[config.mk]
export PLATFORM = sky130hd
export DESIGN_NAME = spi_slave_phy_flat
export DESIGN_NICKNAME = d
export VERILOG_FILES = /design/src/rtl/spi_slave_pkg.sv /design/src/rtl/spi_slave_if.sv /design/src/rtl/spi_sync.sv /design/src/rtl/spi_slave_phy.sv /design/src/flat_wrapper.sv
export SDC_FILE = /design/constraint.sdc
export NUM_CORES = 1
export LEC_CHECK = 0
export CORE_ASPECT_RATIO = 2
export CORE_MARGIN = 2
export CORE_UTILIZATION = 56
export CTS_CLUSTER_SIZE = 28
export DETAILED_ROUTE_END_ITERATION = 16
export GPL_TIMING_DRIVEN = 0
export PLACE_DENSITY_LB_ADDON = 0.12
export SLEW_MARGIN = 0
export SYNTH_ARGS = -nofsm -noshare
export SYNTH_HDL_FRONTEND = slang
export SYNTH_SLANG_ARGS = --single-unit
export TNS_END_PERCENT = 50
[constraint.sdc]
create_clock -name clk -period 2.2 [get_ports clk]
set_input_delay 0.44 -clock clk [delete_from_list [all_inputs] [get_ports clk]]
set_output_delay 0.44 -clock clk [all_outputs]
set_load 0.01 [all_outputs]
[src/rtl/spi_slave_pkg.sv]
// Shared types and constants for the SPI slave PHY.
package spi_slave_pkg;

  typedef enum logic [1:0] {
    WAIT_IDLE = 2'd0,
    IDLE      = 2'd1,
    ACTIVE    = 2'd2
  } state_t;

  localparam int BYTE_W = 8;
  localparam logic [BYTE_W-1:0] IDLE_BYTE_DEF = 8'hFF;
  localparam int FRAME_CNT_W = 16;

  function automatic logic [BYTE_W-1:0] rx_shift_in(input logic [BYTE_W-1:0] cur,
                                                     input logic bit_in,
                                                     input logic msb);
    return msb ? {cur[BYTE_W-2:0], bit_in} : {bit_in, cur[BYTE_W-1:1]};
  endfunction

  function automatic logic [BYTE_W-1:0] tx_shift_out(input logic [BYTE_W-1:0] cur,
                                                      input logic msb);
    return msb ? {cur[BYTE_W-2:0], 1'b0} : {1'b0, cur[BYTE_W-1:1]};
  endfunction

endpackage

[src/rtl/spi_slave_if.sv]
// Host-side byte stream between the SPI slave PHY and its register/FIFO wrapper.
interface spi_slave_if;
  import spi_slave_pkg::*;

  logic [BYTE_W-1:0] tx_data;
  logic              tx_valid;
  logic              tx_ready;
  logic              tx_underrun;
  logic [BYTE_W-1:0] rx_data;
  logic              rx_valid;
  logic              busy;

  modport master (
    output tx_data, tx_valid,
    input  tx_ready, tx_underrun, rx_data, rx_valid, busy
  );

  modport slave (
    input  tx_data, tx_valid,
    output tx_ready, tx_underrun, rx_data, rx_valid, busy
  );

endinterface

[src/rtl/spi_sync.sv]
// Multi-flop synchroniser with a configurable reset level.
module spi_sync #(
  parameter int   STAGES  = 2,
  parameter logic RST_VAL = 1'b0
) (
  input  logic clk,
  input  logic nrst,
  input  logic d,
  output logic q
);

  logic [STAGES-1:0] ff;

  always_ff @(posedge clk) begin
    if (!nrst) ff <= {STAGES{RST_VAL}};
    else       ff <= {ff[STAGES-2:0], d};
  end

  assign q = ff[STAGES-1];

endmodule

[src/rtl/spi_slave_phy.sv]
// SPI slave PHY: oversampled SCK/MOSI/CS_N, byte deserialiser and MISO serialiser.
// Optional per-frame byte counter enabled by defining SPI_SLAVE_FRAME_CNT_EN.
//
// state     | meaning
// WAIT_IDLE | after reset, wait for a settled CS_N high before accepting frames
// IDLE      | CS_N high, waiting for CS_N fall
// ACTIVE    | frame in progress, sampling/shifting on SCK edges
module spi_slave_phy
  import spi_slave_pkg::*;
#(
  parameter int                SYNC_STAGES = 2,
  parameter logic [BYTE_W-1:0] IDLE_BYTE   = IDLE_BYTE_DEF
) (
  input  logic       clk,
  input  logic       nrst,
  input  logic       cpol,
  input  logic       cpha,
  input  logic       msb_first,
  spi_slave_if.slave host,
  input  logic       spi_sck,
  input  logic       spi_mosi,
  input  logic       spi_cs_n,
  output logic       spi_miso,
  output logic       spi_miso_oe
`ifdef SPI_SLAVE_FRAME_CNT_EN
  ,
  output logic [FRAME_CNT_W-1:0] frame_bytes,
  output logic                   frame_done
`endif
);

  logic sck_s, mosi_s, cs_s, sck_d, cs_d;

  spi_sync #(.STAGES(SYNC_STAGES), .RST_VAL(1'b0)) u_sync_sck  (.clk(clk), .nrst(nrst), .d(spi_sck),  .q(sck_s));
  spi_sync #(.STAGES(SYNC_STAGES), .RST_VAL(1'b0)) u_sync_mosi (.clk(clk), .nrst(nrst), .d(spi_mosi), .q(mosi_s));
  spi_sync #(.STAGES(SYNC_STAGES), .RST_VAL(1'b1)) u_sync_cs   (.clk(clk), .nrst(nrst), .d(spi_cs_n), .q(cs_s));

  state_t            state;
  logic [2:0]        settle_cnt;
  logic              cpol_l, cpha_l, msb_l;
  logic [2:0]        bit_cnt;
  logic [BYTE_W-1:0] rx_shift, rx_data_q, tx_shift, hold;
  logic              rx_pending, rx_valid_q, tx_ready_q, tx_underrun_q, busy_q, oe_q;

  logic sck_rise, sck_fall, sck_lead, sck_trail, sample_edge, shift_edge;
  logic cs_fall, cs_rise, start, in_frame, tx_load, tx_shift_en, rx_sample;

  assign sck_rise    = sck_s & ~sck_d;
  assign sck_fall    = ~sck_s & sck_d;
  assign cs_fall     = ~cs_s & cs_d;
  assign cs_rise     = cs_s & ~cs_d;
  assign sck_lead    = cpol_l ? sck_fall : sck_rise;
  assign sck_trail   = cpol_l ? sck_rise : sck_fall;
  assign sample_edge = cpha_l ? sck_trail : sck_lead;
  assign shift_edge  = cpha_l ? sck_lead : sck_trail;

  // CS_N edges win over any SCK edge seen in the same cycle.
  assign start       = (state == IDLE) && cs_fall;
  assign in_frame    = (state == ACTIVE) && !cs_rise;
  assign tx_load     = (start && !cpha) || (in_frame && shift_edge && (bit_cnt == 3'd0));
  assign tx_shift_en = in_frame && shift_edge && (bit_cnt != 3'd0);
  assign rx_sample   = in_frame && sample_edge;

`ifdef SPI_SLAVE_FRAME_CNT_EN
  logic [FRAME_CNT_W-1:0] frame_cnt;
`endif

  always_ff @(posedge clk) begin
    if (!nrst) begin
      state         <= WAIT_IDLE;
      settle_cnt    <= 3'(SYNC_STAGES);
      sck_d         <= 1'b0;
      cs_d          <= 1'b1;
      cpol_l        <= 1'b0;
      cpha_l        <= 1'b0;
      msb_l         <= 1'b1;
      bit_cnt       <= '0;
      rx_shift      <= '0;
      rx_data_q     <= '0;
      tx_shift      <= '0;
      hold          <= '0;
      rx_pending    <= 1'b0;
      rx_valid_q    <= 1'b0;
      tx_ready_q    <= 1'b1;
      tx_underrun_q <= 1'b0;
      busy_q        <= 1'b0;
      oe_q          <= 1'b0;
`ifdef SPI_SLAVE_FRAME_CNT_EN
      frame_cnt     <= '0;
      frame_bytes   <= '0;
      frame_done    <= 1'b0;
`endif
    end else begin
      sck_d         <= sck_s;
      cs_d          <= cs_s;
      rx_valid_q    <= 1'b0;
      tx_underrun_q <= 1'b0;
`ifdef SPI_SLAVE_FRAME_CNT_EN
      frame_done    <= 1'b0;
`endif

      if (rx_pending) begin
        rx_data_q  <= rx_shift;
        rx_valid_q <= 1'b1;
        rx_pending <= 1'b0;
      end

      // A load that coincides with a host write takes the byte directly,
      // so it is never also parked in the holding register.
      if (tx_load) begin
        if (!tx_ready_q) begin
          tx_shift   <= hold;
          tx_ready_q <= 1'b1;
        end else if (host.tx_valid) begin
          tx_shift <= host.tx_data;
        end else begin
          tx_shift      <= IDLE_BYTE;
          tx_underrun_q <= 1'b1;
        end
      end else begin
        if (tx_shift_en) tx_shift <= tx_shift_out(tx_shift, msb_l);
        if (host.tx_valid && tx_ready_q) begin
          hold       <= host.tx_data;
          tx_ready_q <= 1'b0;
        end
      end

      case (state)
        // The synchroniser resets to CS_N high; counting down until it has
        // flushed avoids reading that reset value as a real idle period.
        WAIT_IDLE: begin
          if (settle_cnt != 3'd0) settle_cnt <= settle_cnt - 3'd1;
          else if (cs_s)          state      <= IDLE;
        end
        IDLE: begin
          if (cs_fall) begin
            cpol_l  <= cpol;
            cpha_l  <= cpha;
            msb_l   <= msb_first;
            bit_cnt <= '0;
            busy_q  <= 1'b1;
            oe_q    <= 1'b1;
            state   <= ACTIVE;
`ifdef SPI_SLAVE_FRAME_CNT_EN
            frame_cnt <= '0;
`endif
          end
        end
        ACTIVE: begin
          if (cs_rise) begin
            busy_q <= 1'b0;
            oe_q   <= 1'b0;
            state  <= IDLE;
`ifdef SPI_SLAVE_FRAME_CNT_EN
            frame_bytes <= frame_cnt;
            frame_done  <= 1'b1;
`endif
          end else if (rx_sample) begin
            rx_shift <= rx_shift_in(rx_shift, mosi_s, msb_l);
            bit_cnt  <= bit_cnt + 3'd1;
            if (bit_cnt == 3'd7) begin
              rx_pending <= 1'b1;
`ifdef SPI_SLAVE_FRAME_CNT_EN
              if (frame_cnt != {FRAME_CNT_W{1'b1}}) frame_cnt <= frame_cnt + 1'b1;
`endif
            end
          end
        end
        default: state <= WAIT_IDLE;
      endcase
    end
  end

  assign spi_miso         = msb_l ? tx_shift[BYTE_W-1] : tx_shift[0];
  assign spi_miso_oe      = oe_q;
  assign host.tx_ready    = tx_ready_q;
  assign host.tx_underrun = tx_underrun_q;
  assign host.rx_data     = rx_data_q;
  assign host.rx_valid    = rx_valid_q;
  assign host.busy        = busy_q;

endmodule

[src/flat_wrapper.sv]
// flat-port wrapper written by rule: the top's interface ports become plain ports
module spi_slave_phy_flat import spi_slave_pkg::*;
#(
  parameter int                SYNC_STAGES = 2,
  parameter logic [BYTE_W-1:0] IDLE_BYTE   = IDLE_BYTE_DEF
)
  (clk, nrst, cpol, cpha, msb_first, spi_sck, spi_mosi, spi_cs_n, spi_miso, spi_miso_oe, host_tx_data, host_tx_valid, host_tx_ready, host_tx_underrun, host_rx_data, host_rx_valid, host_busy);
  spi_slave_if host_i ();
  input  logic clk;
  input  logic nrst;
  input  logic cpol;
  input  logic cpha;
  input  logic msb_first;
  input  logic spi_sck;
  input  logic spi_mosi;
  input  logic spi_cs_n;
  output logic spi_miso;
  output logic spi_miso_oe;
  input wire logic [$bits(host_i.tx_data)-1:0] host_tx_data;
  input wire logic [$bits(host_i.tx_valid)-1:0] host_tx_valid;
  output wire logic [$bits(host_i.tx_ready)-1:0] host_tx_ready;
  output wire logic [$bits(host_i.tx_underrun)-1:0] host_tx_underrun;
  output wire logic [$bits(host_i.rx_data)-1:0] host_rx_data;
  output wire logic [$bits(host_i.rx_valid)-1:0] host_rx_valid;
  output wire logic [$bits(host_i.busy)-1:0] host_busy;
  assign host_i.tx_data = host_tx_data;
  assign host_i.tx_valid = host_tx_valid;
  assign host_tx_ready = host_i.tx_ready;
  assign host_tx_underrun = host_i.tx_underrun;
  assign host_rx_data = host_i.rx_data;
  assign host_rx_valid = host_i.rx_valid;
  assign host_busy = host_i.busy;
  spi_slave_phy #(.SYNC_STAGES(SYNC_STAGES), .IDLE_BYTE(IDLE_BYTE)) u_core (.clk(clk), .nrst(nrst), .cpol(cpol), .cpha(cpha), .msb_first(msb_first), .host(host_i), .spi_sck(spi_sck), .spi_mosi(spi_mosi), .spi_cs_n(spi_cs_n), .spi_miso(spi_miso), .spi_miso_oe(spi_miso_oe));
endmodule
Word level (Yosys, flattened, before mapping)
Index checks and enable logic that the tools add are counted.
{"block": "word_totals", "ff_bits": 56, "in_bits": 17, "out_inout_bits": 14, "word_cells": 97}
{"block": "op_classes", "addsub": 2, "eq_ne": 9, "mux": 26, "bitwise_logic": 13, "reduce_logical": 27}
{"cell": "8-bit 2-to-1 mux", "count": 6}
{"cell": "1-bit 2-to-1 mux", "count": 10}
{"cell": "3-bit 2-to-1 mux", "count": 3}
{"cell": "1-bit inverter", "count": 9}
{"cell": "3-bit AND reduction", "count": 3}
{"cell": "1-bit logical AND", "count": 8}
{"cell": "2-bit 2-to-1 mux", "count": 4}
{"cell": "4-bit AND reduction", "count": 2}
{"cell": "2-bit by 1-bit inequality test with 1-bit output, second input constant", "count": 3}
{"cell": "2-bit inequality test, second input constant", "count": 3}
{"cell": "2-bit one-hot mux with 3 select lines", "count": 1}
{"cell": "3-bit one-hot mux with 2 select lines", "count": 1}
{"cell": "2-bit AND reduction", "count": 3}
{"cell": "3-bit nonzero test", "count": 2}
{"cell": "1-bit AND", "count": 4}
{"cell": "2-bit nonzero test", "count": 2}
{"cell": "4-bit OR reduction", "count": 1}
{"cell": "3-bit by 1-bit adder with 3-bit output, second input constant", "count": 1}
{"cell": "3-bit == test, second input constant", "count": 1}
{"cell": "3-bit zero test", "count": 1}
{"cell": "3-bit by 1-bit subtractor with 3-bit output, second input constant", "count": 1}
{"cell": "2-bit by 1-bit == test with 1-bit output, second input constant", "count": 1}
{"cell": "2-bit == test, second input constant", "count": 1}
{"cell": "1-bit zero test", "count": 2}
{"cell": "4 further kinds", "count": 4}

Depth between registers and ports, before layout
Gate-level depths: netlist of the first run.
{"block": "logic_depth", "word_depth": 9, "depth_mapped": 7}

By module
A second synthesis of the first run with hierarchy kept.
{"block": "hier_totals", "cells_unflattened": 271, "area_unflattened_um2": 2611.3}
{"mod": "spi_slave_phy", "n_inst": 1, "cells_each": 259, "area_each_um2": 2453.6}
{"mod": "spi_sync", "n_inst": 3, "cells_each": 4, "area_each_um2": 52.6}

Worst setup path after synthesis of the first run
Ideal clock, no wire load.
{"block": "synth_path", "kind": "register to register", "start": "register u_core.state[1]", "end": "register u_core.hold[0]", "setup_time_ns": 0.072, "arrival_ns": 1.581, "path_slack_ns": 0.547, "stages_incl_launch_ff": 8, "n_path_buf": 1, "cell_sequence": "dfxtp_1 -> inv_1 -> ha_1 -> nand4bb_1 -> clkbuf_2 -> nand3_1 -> a31oi_4 -> mux2i_1"}
{"block": "synth_via", "elab_chain_len": 7}
{"item": "start: declaration", "line": "spi_slave_phy.sv:38", "source": "state_t state;"}
{"item": "start signal: assignment", "line": "spi_slave_phy.sv:70", "source": "state <= WAIT_IDLE;"}
{"item": "start signal: assignment", "line": "spi_slave_phy.sv:133", "source": "else if (cs_s) state <= IDLE;"}
{"item": "start signal: assignment", "line": "spi_slave_phy.sv:143", "source": "state <= ACTIVE;"}
{"item": "2-bit == test", "line": "spi_slave_phy.sv:59", "source": "assign in_frame = (state == ACTIVE) && !cs_rise;"}
{"item": "1-bit logical AND", "line": "spi_slave_phy.sv:59"}
{"item": "1-bit logical AND (2 in a row)", "line": "spi_slave_phy.sv:60", "source": "assign tx_load = (start && !cpha) || (in_frame && shift_edge && (bit_cnt == 3'd0));"}
{"item": "1-bit logical OR (*)", "line": "spi_slave_phy.sv:60"}
{"item": "1-bit inverter (no line) (*)"}
{"item": "2-bit AND reduction (no line) (*)"}
{"item": "end signal: assignment", "line": "spi_slave_phy.sv:123", "source": "hold <= host.tx_data;"}
{"item": "end: declaration", "line": "spi_slave_phy.sv:42", "source": "logic [BYTE_W-1:0] rx_shift, rx_data_q, tx_shift, hold;"}
Every way passes the cells marked *; elsewhere a longest branch is shown, timed or not.
A chain may end at the register's enable or synchronous reset.

Worst setup path in the final report of the first run
{"block": "layout_path", "start": "register u_core.msb_l", "end": "output spi_miso"}
{"block": "layout_via", "elab_chain_len": 1}
{"item": "start: declaration", "line": "spi_slave_phy.sv:40", "source": "logic cpol_l, cpha_l, msb_l;"}
{"item": "start signal: assignment", "line": "spi_slave_phy.sv:139", "source": "msb_l <= msb_first;"}
{"item": "1-bit 2-to-1 mux", "line": "spi_slave_phy.sv:174", "source": "assign spi_miso = msb_l ? tx_shift[BYTE_W-1] : tx_shift[0];"}
{"item": "end: declaration", "line": "flat_wrapper.sv:17", "source": "output logic spi_miso;"}
Every way passes these cells.

==> metrics.md, run 1 <==
| Metric | Value |
|---|---|
| Outcome | complete, no violations |
| Dominant cell type by area after synthesis | dfxtp_1 |
| Unrepaired setup endpoints after global routing | no |
| Dpl cell area | 3160 µm² |
| Die H | 104 µm |
| Commonest non-fill, non-tap cell in the layout | dfxtp_1 |
| Clk buf depth | 2 |
| Mapped Area | 2800 µm² |
| Clk sink count | 56 |
| I/O pin total | 31 |
| CTS tree | built |
| Yosys top cell area share | 40.1% |
| CP Launch Type | flip-flop |
| Die Wd | 54.0 µm |
| Remaining DRCs | 0 |
| Drt pass-1 iters | 4 |
| Simple-gate area share of the yosys netlist | 19.9% |
| Total GRT Usage | 23.7% |
| Final core utilization | 67.7% |
| Max Slew Vio Count | 0 |
| Worst-margin pin slew | 0.612 ns |
| Number of vias per cell | 5.58 |
| PortBufs | 29 |
| Max Clock Skew | 0.0114 ns |
| Initial antenna violation count | 0 |
| CORE AREA | 4820 µm² |
| Fmax | 0.493 GHz |
| Final HPWL DP | 4.34 mm |
| Gpl congestion | 0.801 |
| Die area | 5610 µm² |
| Final instance area | 3260 µm² |
| Total setup buffers inserted after CTS | 0 |
| Commonest non-fill, non-tap cells in the layout | dfxtp_1 (56), nand2_1 (52), mux2i_1 (43) |
| Most area-consuming cells after synthesis | dfxtp_1 (40%), mux2i_1 (15%), nand2_1 (7.0%) |
| Total power | 0.00232 W |
| CP Data Arrival Time | 1.59 ns |
| Wirelength per Cell | 14.4 µm |
| Mapped Nets | 335 |
| Syn Inst Count | 308 |
| Post-route setup TNS | 0 ns |
| XOR/XNOR Fraction of Synth Area | 0.895% |
| CTS resizes | 5 |
| Sequential fraction of the synthesis area | 40.1% |
| Layout cells sized above 1 | 8.41% |
| CTS H-Tree Depth | 2 |
| Critical Path RT | 1.76 ns |
| Final wirelength | 5.77 mm |
| Element type at the critical path end | output port |
| Syn avg cell area | 9.08 µm² |
| Endpoints failing hold | 0 |
| Footprint of the multi-input gates | 1530 µm² |
| Final ANT Viol Nets | 0 |
| Min Tclk post-route | 2.03 ns |
| Leak | 1.39 nW |
| Largest net degree at the start of global routing | 17 |
| ANT cells | 0 |
| Hold Crit Class | reg2reg |
| Global-route wire length before repair | 10.0 mm |
| Pwr per Cell Area | 712 nW/µm² |
| Nets | 371 |
| Final Cycle Share | 92.1% |
| Via count | 2245 |
| Fillers | 415 |
| Vias in the first global route | 2194 |
| Relative slew slack | 59.2% |
| Max Cap Viol | 0 |
| Largest family of logic cells by synthesized area | simple AND/OR/NAND/NOR gates |
| Num rows | 36 |
| Count of hold-fix buffers inserted at cts | 0 |
| Seq. cell area | 1120 µm² |
| Finished Layout Cells | 402 |
| Post-Synth Adder-Cell Area | 4.47% |
| Clock latency on the worst-skew pair | 0.32 ns |
| Root Driver | clkbuf_8 |
| Starting DRT DRC Count | 38 |
| Final Setup Violations | 0 |
| Worst setup path class | reg2out |
| Post-synth cell types | 39 |
| Seq cells post-synth | 56 |
| Worst vdd ir | 0.618 mV |
| Num CTS Buffers | 5 |
| Area delta synth->final | 16.7% |
| Total grt overflow | 0 |
| Flop2flop setup slack | 0.25 ns |
| Worst-path clk slew | 0.09 ns |
| Crit Path Max Fanout | 10 |
| Initial Util | 58.0% |
| YS warnings | 0 |
| Placed Cells | 394 |
| Complex-gate fraction of the synthesized area | 9.66% |
| Multiplexer area fraction after synthesis | 19.9% |
-- kinds of logic (layout without fill, tap and decap cells) --
family,count (synthesis),count (layout)
buffers and inverters,35,72
adder cells (fa/ha/maj),10,10
XOR/XNOR,2,2
flip-flops,56,56
AO/OA/AOI/OAI,33,33
multiplexers,54,54
AND/OR/NAND/NOR,118,118
-- critical path, cell delays in order, from the launching register on --
cell           delay, ns
dfxtp_1             0.32
buf_4               0.18
buf_8               0.16
mux2_2              0.33
dlygate4sd2_1       0.28
-- where the power goes --
| part | internal (W) | leakage [nW] | switching [W] |
|---|---|---|---|
| sequential | 0.00108 | 0.456 | 0.0000513 |
| clock | 0.000257 | 0.0445 | 0.000334 |
| combinational | 0.000275 | 0.891 | 0.000322 |
-- worst paths after layout --
check / start / to / depth (start not counted)
setup / recovery: u_core.msb_l / spi_miso / 4
hold / removal: u_core.u_sync_cs.ff[0] / u_core.u_sync_cs.ff[1] / 1
setup reg to reg: u_core.settle_cnt[0] / u_core.state[1] / 7
hold reg to reg: u_core.u_sync_cs.ff[0] / u_core.u_sync_cs.ff[1] / 1
-- synthesized netlist by cell type, drive strengths merged --
| cell type | instances |
|---|---|
| and4bb | 1 |
| clkbuf | 15 |
| a211oi | 3 |
| and2 | 7 |
| nand2 | 52 |
| and4b | 1 |
| nor2b | 4 |
| and3b | 1 |
| a311oi | 1 |
| o2111ai | 3 |
| o21a | 1 |
| mux2i | 44 |
| mux2 | 10 |
| a21boi | 1 |
| nand3 | 8 |
| nand4bb | 1 |
| a31oi | 7 |
| inv | 15 |
| nand2b | 8 |
| nand4 | 4 |
| a21o | 1 |
| xnor2 | 2 |
| buf | 5 |
| o221ai | 5 |
| nor2 | 22 |
| nor3 | 5 |
| ha | 10 |
| o211ai | 7 |
| o21ai | 2 |
| a21oi | 2 |
| nand3b | 2 |
| dfxtp | 56 |
| or3 | 2 |
-- per-layer routing --
metal | GRT usage, % | vias up | routed length, µm
met5 | 0 | - | 0
met4 | 12.3 | 0 | 199
met3 | 4.02 | 15 | 236
met2 | 39.2 | 67 | 3020
met1 | 27.8 | 1034 | 2320
li1 | - | 1129 | -
-- flip-flops by register name, summed over array words and instances, names as in the netlist, 2 cells and up --
signal and cells:
u_core.rx_shift 8, u_core.state 2, u_core.u_sync_cs.ff 2, u_core.bit_cnt 3
u_core.tx_shift 8, u_core.u_sync_mosi.ff 2, u_core.settle_cnt 3, u_core.host.rx_data 8
u_core.hold 8, u_core.u_sync_sck.ff 2
-- final cells by class --
| class | instances | share of cell area, % |
|---|---|---|
| plain buffers | 20 | 2.99 |
| clock buffers | 7 | 2.65 |
| clock inverters | 1 | 0.230 |
| inverters | 15 | 1.73 |
| multi-input cells | 217 | 47.0 |
| flip-flops and latches | 56 | 34.4 |
| well taps | 57 | 2.19 |
| repair buffers | 29 | 8.86 |
-- through the flow --
step,setup slack [ns],hold WS (ns)
after floorplan,0.547,0.386
after global placement,0.0325,0.389
after detailed placement,0.0138,0.395
after CTS,0.146,0.418
after global routing,0.0815,0.445
final,0.173,0.415
Note: power is estimated with default switching activity, not from simulation.
==> run 2, diff against run 1 <==
Settings changed: ABC_CLOCK_PERIOD_IN_PS from default to 2200, SKIP_CTS_REPAIR_TIMING from default to 1.
==> run 2 against run 1 <==
- power hardly changed
- sequential share of layout area decreased by 0.079 points
- largest power group unchanged
- highest routed layer unchanged
- worst hold slack about the same
- critical path depth rose by 3
==> metrics.md, run 2 (synthesis gave the netlist of run 1 again) <==
| Metric | Value |
|---|---|
| Num CTS Buffers | 5 (unchanged) |
| Final ANT Viol Nets | 0 (unchanged) |
| Final Cycle Share | 88.5% (-3.6 points) |
| CP Launch Type | flip-flop |
| Number of vias per cell | 5.61 (+0.53%) |
| Vias in the first global route | 2192 (-0.091%) |
| Total grt overflow | 0 (unchanged) |
| CTS H-Tree Depth | 2 (unchanged) |
| Final WS setup | 0.252 ns (+0.0791 ns) |
| Clk buf depth | 2 (unchanged) |
| PortBufs | 29 (unchanged) |
| Outcome | complete, no violations |
| Min Tclk post-route | 1.95 ns (-0.0791 ns) |
| CP Data Arrival Time | 2.19 ns (+0.60 ns) |
| Worst-path clk slew | 0.09 ns (about the same) |
| Leak | 1.41 nW (+1.1%) |
| Total GRT Usage | 23.8% (+0.084 points) |
| ANT cells | 0 (unchanged) |
| Worst-margin pin slew | 0.612 ns (-0.0000174 ns) |
| Relative slew slack | 59.2% (about the same) |
| Max Clock Skew | 0.0114 ns (-0.0000464 ns) |
| Remaining DRCs | 0 (unchanged) |
| Initial Util | 58.0% (unchanged) |
| CORE AREA | 4820 µm² (unchanged) |
| Critical Path RT | 2.44 ns (+0.68 ns) |
| Final core utilization | 67.9% (+0.16 points) |
| Placed Cells | 394 (unchanged) |
| Commonest non-fill, non-tap cell in the layout | dfxtp_1 |
| Crit Path Max Fanout | 6 (-4) |
| Finished Layout Cells | 402 (unchanged) |
| Clk sink count | 56 (unchanged) |
| Worst vdd ir | 0.617 mV (-0.19%) |
| Final HPWL DP | 4.34 mm (unchanged) |
| Commonest non-fill, non-tap cells in the layout | dfxtp_1 (56), nand2_1 (52), mux2i_1 (43) |
| Die Wd | 54.0 µm (unchanged) |
| Largest net degree at the start of global routing | 17 (unchanged) |
| Starting DRT DRC Count | 37 (-2.6%) |
| Root Driver | clkbuf_8 |
| Initial antenna violation count | 0 (unchanged) |
| Layout cells sized above 1 | 8.41% (unchanged) |
| Unrepaired setup endpoints after global routing | no |
| Via count | 2257 (+0.53%) |
| I/O pin total | 31 (unchanged) |
| Element type at the critical path end | flip-flop |
| Final Setup Violations | 0 (unchanged) |
| Fmax | 0.513 GHz (+4.1%) |
| Clock latency on the worst-skew pair | 0.32 ns (about the same) |
| Drt pass-1 iters | 6 (+2) |
| Pre-CTS WS | 0.0138 ns (unchanged) |
| Max Slew Vio Count | 0 (unchanged) |
| Pwr per Cell Area | 710 nW/µm² (-0.19%) |
| Endpoints failing hold | 0 (unchanged) |
| CTS tree | built |
| Worst setup path class | reg2reg |
| Hold Crit Class | reg2reg |
| Max Cap Viol | 0 (unchanged) |
| Num rows | 36 (unchanged) |
| Global-route wire length before repair | 10.1 mm (+0.34%) |
| Die area | 5610 µm² (unchanged) |
| Final wirelength | 5.77 mm (about the same) |
| Nets | 371 (unchanged) |
| Die H | 104 µm (unchanged) |
| Wirelength per Cell | 14.3 µm (about the same) |
| Gpl congestion | 0.801 (unchanged) |
| Area delta synth->final | 17.0% |
run 2: final cells by class:
type	instances	area [µm²]
Multi-Input combinational cell	217	1530
Clock buffer	7	86.3
Inverter	15	56.3
Tap cell	57	71.3
Timing Repair Buffer	29	293
Fill cell	415	1550
Buffer	20	101
Clock inverter	1	7.51
Sequential cell	56	1120
run 2: where the power goes:
group / switching (W) / internal, W / total, W
combinational: 0.000322 / 0.000276 / 0.000597
sequential: 0.0000514 / 0.00108 / 0.00114
clock: 0.000334 / 0.000257 / 0.000591
run 2: metal layers:
metal | track usage, % | wire length, µm
met1 | 28.1 | 2310
met2 | 39.1 | 3020
met3 | 4.02 | 232
met4 | 12.3 | 201
met5 | 0 | 0
run 2: per-stage QoR:
stage | cell area [µm²] | hold slack, ns | total power (W) | setup TNS (ns)
floorplan | 2800 | 0.386 | 0.00158 | 0
global placement | 3160 | 0.389 | 0.00173 | 0
detailed placement | 3160 | 0.395 | 0.00175 | 0
CTS | 3250 | 0.418 | 0.00234 | -0.264
global route | 3270 | 0.445 | 0.00247 | 0
finish | 3270 | 0.415 | 0.00232 | 0
run 2: final timing paths:
path / to / start / cells after the start / slack [ns]
worst max-delay path: u_core.state[1] / u_core.settle_cnt[0] / 7 / 0.25
worst min-delay path: u_core.u_sync_cs.ff[1] / u_core.u_sync_cs.ff[0] / 1 / 0.41
worst max register to register: u_core.state[1] / u_core.settle_cnt[0] / 7 / 0.25
worst min register to register: u_core.u_sync_cs.ff[1] / u_core.u_sync_cs.ff[0] / 1 / 0.41
run 2: critical path, cell delays in order (launching register included):
cell	delay [ns]
dfxtp_1	0.36
inv_1	0.05
ha_1	0.19
ha_1	0.19
nor2b_1	0.34
nor3_1	0.08
nor3_1	0.40
mux2i_1	0.25
==> run 3, diff against run 2 <==
Settings changed: ABC_AREA from default to 1, CORE_UTILIZATION 56 to 55.
==> run 3 against run 2 <==
- design area fell by 5.1%
- combinational power rose by 7.9%
- largest cell class unchanged
- non-clock buffer count fell by 6
- power rose by 3.0%
==> metrics.md, run 3 <==
| Metric | Value |
|---|---|
| Dominant cell type by area after synthesis | dfxtp_1 |
| Die H | 102 µm (-1.7%) |
| CTS tree | built |
| Min Tclk post-route | 2.09 ns (+0.139 ns) |
| Worst path max stage delay | 0.56 ns (+0.16 ns) |
| FF-to-FF path depth | 8 (+1) |
| Die area | 5430 µm² (-3.2%) |
| Vias in the first global route | 2141 (-2.3%) |
| Num CTS Buffers | 5 (unchanged) |
| Commonest non-fill, non-tap cell in the layout | dfxtp_1 |
| Worst flop-to-flop path startpoint | u_core.state[0] |
| Max Cap Viol | 0 (unchanged) |
| Nets | 392 (+5.7%) |
| Worst setup path class | reg2out |
| Final ANT Viol Nets | 0 (unchanged) |
| Root Driver | clkbuf_8 |
| Element type at the critical path end | output port |
| CP Data Arrival Time | 1.65 ns (-0.54 ns) |
| Simple-gate area share of the yosys netlist | 18.6% (-1.3 points) |
| Reg2reg end | u_core.rx_shift[6] |
| Initial Util | 57.1% (-0.88 points) |
| ANT cells | 0 (unchanged) |
| Worst vdd ir | 0.588 mV (-4.8%) |
| Number of vias per cell | 5.24 (-6.7%) |
| Clk buf depth | 2 (unchanged) |
| Sequential fraction of the synthesis area | 42.3% (+2.2 points) |
| Worst-path clk slew | 0.09 ns (about the same) |
| Leak | 1.27 nW (-9.8%) |
| Relative slew slack | 67.9% (+8.7 points) |
| Hold path start | u_core.u_sync_sck.ff[0] |
| Multiplexer area fraction after synthesis | 2.55% (-17 points) |
| Max Slew Vio Count | 0 (unchanged) |
| Starting DRT DRC Count | 40 (+8.1%) |
| Remaining DRCs | 0 (unchanged) |
| Syn avg cell area | 8.04 µm² (-11%) |
| Seq. cell area | 1120 µm² (unchanged) |
| Num rows | 35 (-2.8%) |
| Global-route wire length before repair | 9.32 mm (-7.5%) |
| Clk sink count | 56 (unchanged) |
| Post-route setup TNS | 0 ns (unchanged) |
| Fillers | 453 (+9.2%) |
| Gpl congestion | 0.760 (-5.1%) |
| Placed Cells | 414 (+5.1%) |
| Worst-margin pin slew | 0.481 ns (-0.131 ns) |
| Wirelength per Cell | 13.0 µm (-9.3%) |
| Hold_ws | 0.421 ns (+0.00623 ns) |
| Crit Path Max Fanout | 18 (+12) |
| Final HPWL DP | 4.09 mm (-5.8%) |
| Largest net degree at the start of global routing | 17 (unchanged) |
| Area delta synth->final | 17.0% (about the same) |
| Share of flip-flops with an asynchronous set or reset | 0% (unchanged) |
| Cell Chain, Critical Path | buf_4 -> nor2_1 -> a21oi_1 -> clkdlybuf4s50_1 |
| Complex-gate fraction of the synthesized area | 21.7% (+12 points) |
| Main flop type after synthesis | dfxtp_1 |
| YS warnings | 0 (unchanged) |
| Critical path's top delay family | buffers and inverters |
| Hold Crit Class | reg2reg |
| Finished Layout Cells | 421 (+4.7%) |
| Commonest cells post-synth | dfxtp_1 (56), nand2_1 (46), inv_1 (45) |
| Unrepaired setup endpoints after global routing | no |
| Fmax | 0.479 GHz (-6.7%) |
| Critical Path RT | 1.76 ns (-0.68 ns) |
| Footprint of the multi-input gates | 1260 µm² (-18%) |
| End of the worst hold path | u_core.u_sync_sck.ff[1] |
| CP Launch Type | flip-flop |
| Final Setup Violations | 0 (unchanged) |
| Via count | 2205 (-2.3%) |
| Flop2flop setup slack | 0.44 ns (+0.19 ns) |
| Mapped Area | 2650 µm² (-5.1%) |
| Seq cells post-synth | 56 (unchanged) |
| Post-Synth Adder-Cell Area | 4.72% (+0.24 points) |
| Initial antenna violation count | 0 (unchanged) |
| Pwr per Cell Area | 771 nW/µm² (+8.5%) |
| EDFF count, synth | 0 (unchanged) |
| Hold Crit Depth | 2 (+1) |
| Commonest non-fill, non-tap cells in the layout | dfxtp_1 (56), nand2_1 (46), inv_1 (45) |
| Largest family of logic cells by synthesized area | compound AO/OA/AOI/OAI gates |
| Mapped Nets | 357 (+6.6%) |
| Post-synth cell types | 31 (-21%) |
| Endpoints failing hold | 0 (unchanged) |
| Total power | 0.00239 W (+3.0%) |
| Total grt overflow | 0 (unchanged) |
| Top-count cell post-synth | dfxtp_1 |
| WP buf/inv | 2 (+1) |
| Total GRT Usage | 23.0% (-0.77 points) |
| Final wirelength | 5.48 mm (-5.0%) |
| Final Cycle Share | 94.8% (+6.3 points) |
| Die Wd | 53.1 µm (-1.6%) |
| CORE AREA | 4640 µm² (-3.7%) |
| Clock latency on the worst-skew pair | 0.31 ns (about the same) |
| Syn Inst Count | 330 (+7.1%) |
| Yosys top cell area share | 42.3% (+2.2 points) |
| Drt pass-1 iters | 4 (-2) |
| CTS H-Tree Depth | 2 (unchanged) |
| Outcome | complete, no violations |
| I/O pin total | 31 (unchanged) |
| Layout cells sized above 1 | 11.5% (+3.1 points) |
| Most area-consuming cells after synthesis | dfxtp_1 (42%), o21ai_0 (7.9%), a21oi_1 (7.0%) |
| Max Clock Skew | 0.00371 ns (-0.00765 ns) |
| XOR/XNOR Fraction of Synth Area | 0% (-0.89 points) |
| PortBufs | 29 (unchanged) |
| Critical-path top delay cell | clkdlybuf4s50_1 |
run 3: cell count changes after synthesis, sizes merged, moves of 8 or more:
cell | previous run | this run
mux2i | 44 | 0
o21ai | 2 | 42
a21oi | 2 | 45
nand2b | 8 | 0
nand3 | 8 | 16
inv | 15 | 48
run 3: worst max path at each step:
stage               startpoint            endpoint  slack (ns)  cells past startpoint
2_1_floorplan  u_core.state[0]  u_core.tx_shift[6]        0.71                      9
3_3_place_gp      u_core.msb_l            spi_miso        0.22                      5
3_5_place_dp      u_core.msb_l            spi_miso        0.21                      5
4_1_cts           u_core.msb_l            spi_miso       -0.13                      5
5_1_grt           u_core.msb_l            spi_miso       0.004                      4
6_report          u_core.msb_l            spi_miso        0.11                      4
run 3: cells by family (layout without fill, tap and decap cells):
family | Yosys count | in the layout
mux | 6 | 6
simple gates | 93 | 93
fa+ha+maj | 10 | 10
compound gates | 102 | 102
flops | 56 | 56
buf+inv | 63 | 99
run 3: cell type report:
| cell class | instances | share of cell area, % |
|---|---|---|
| Timing Repair Buffer | 29 | 9.35 |
| Tap cell | 55 | 2.22 |
| Clock inverter | 1 | 0.242 |
| Buffer | 14 | 2.58 |
| Clock buffer | 7 | 2.78 |
| Multi-Input combinational cell | 211 | 40.7 |
| Inverter | 48 | 5.97 |
| Sequential cell | 56 | 36.1 |
run 3: metrics by stage:
step	utilization (%)	setup slack [ns]	area [µm²]
6_report	66.8	0.113	3100
5_1_grt	66.8	0.00392	3100
4_1_cts	66.9	-0.134	3110
3_5_place_dp	64.9	0.211	3010
3_3_place_gp	64.9	0.221	3010
2_1_floorplan	-	0.713	2650
run 3: layer usage:
layer / GRT usage (%) / wire length (µm) / share of wire [%]
met2: 43.1 / 2960 / 54
met3: 4.39 / 173 / 3.2
met5: 0 / 0 / 0
met1: 23.7 / 2220 / 40
met4: 9.86 / 128 / 2.3
run 3: tightest hold or removal path, cell delays in order (launching register included):
cell,delay (ns)
dfxtp_1,0.32
nand2_1,0.05
inv_1,0.04
run 3: power by group:
| part | leakage (nW) | total (W) | internal (W) | switching, W |
|---|---|---|---|---|
| clock | 0.0445 | 0.000584 | 0.000257 | 0.000327 |
| combinational | 0.768 | 0.000644 | 0.000259 | 0.000385 |
| sequential | 0.457 | 0.00116 | 0.00111 | 0.0000564 |
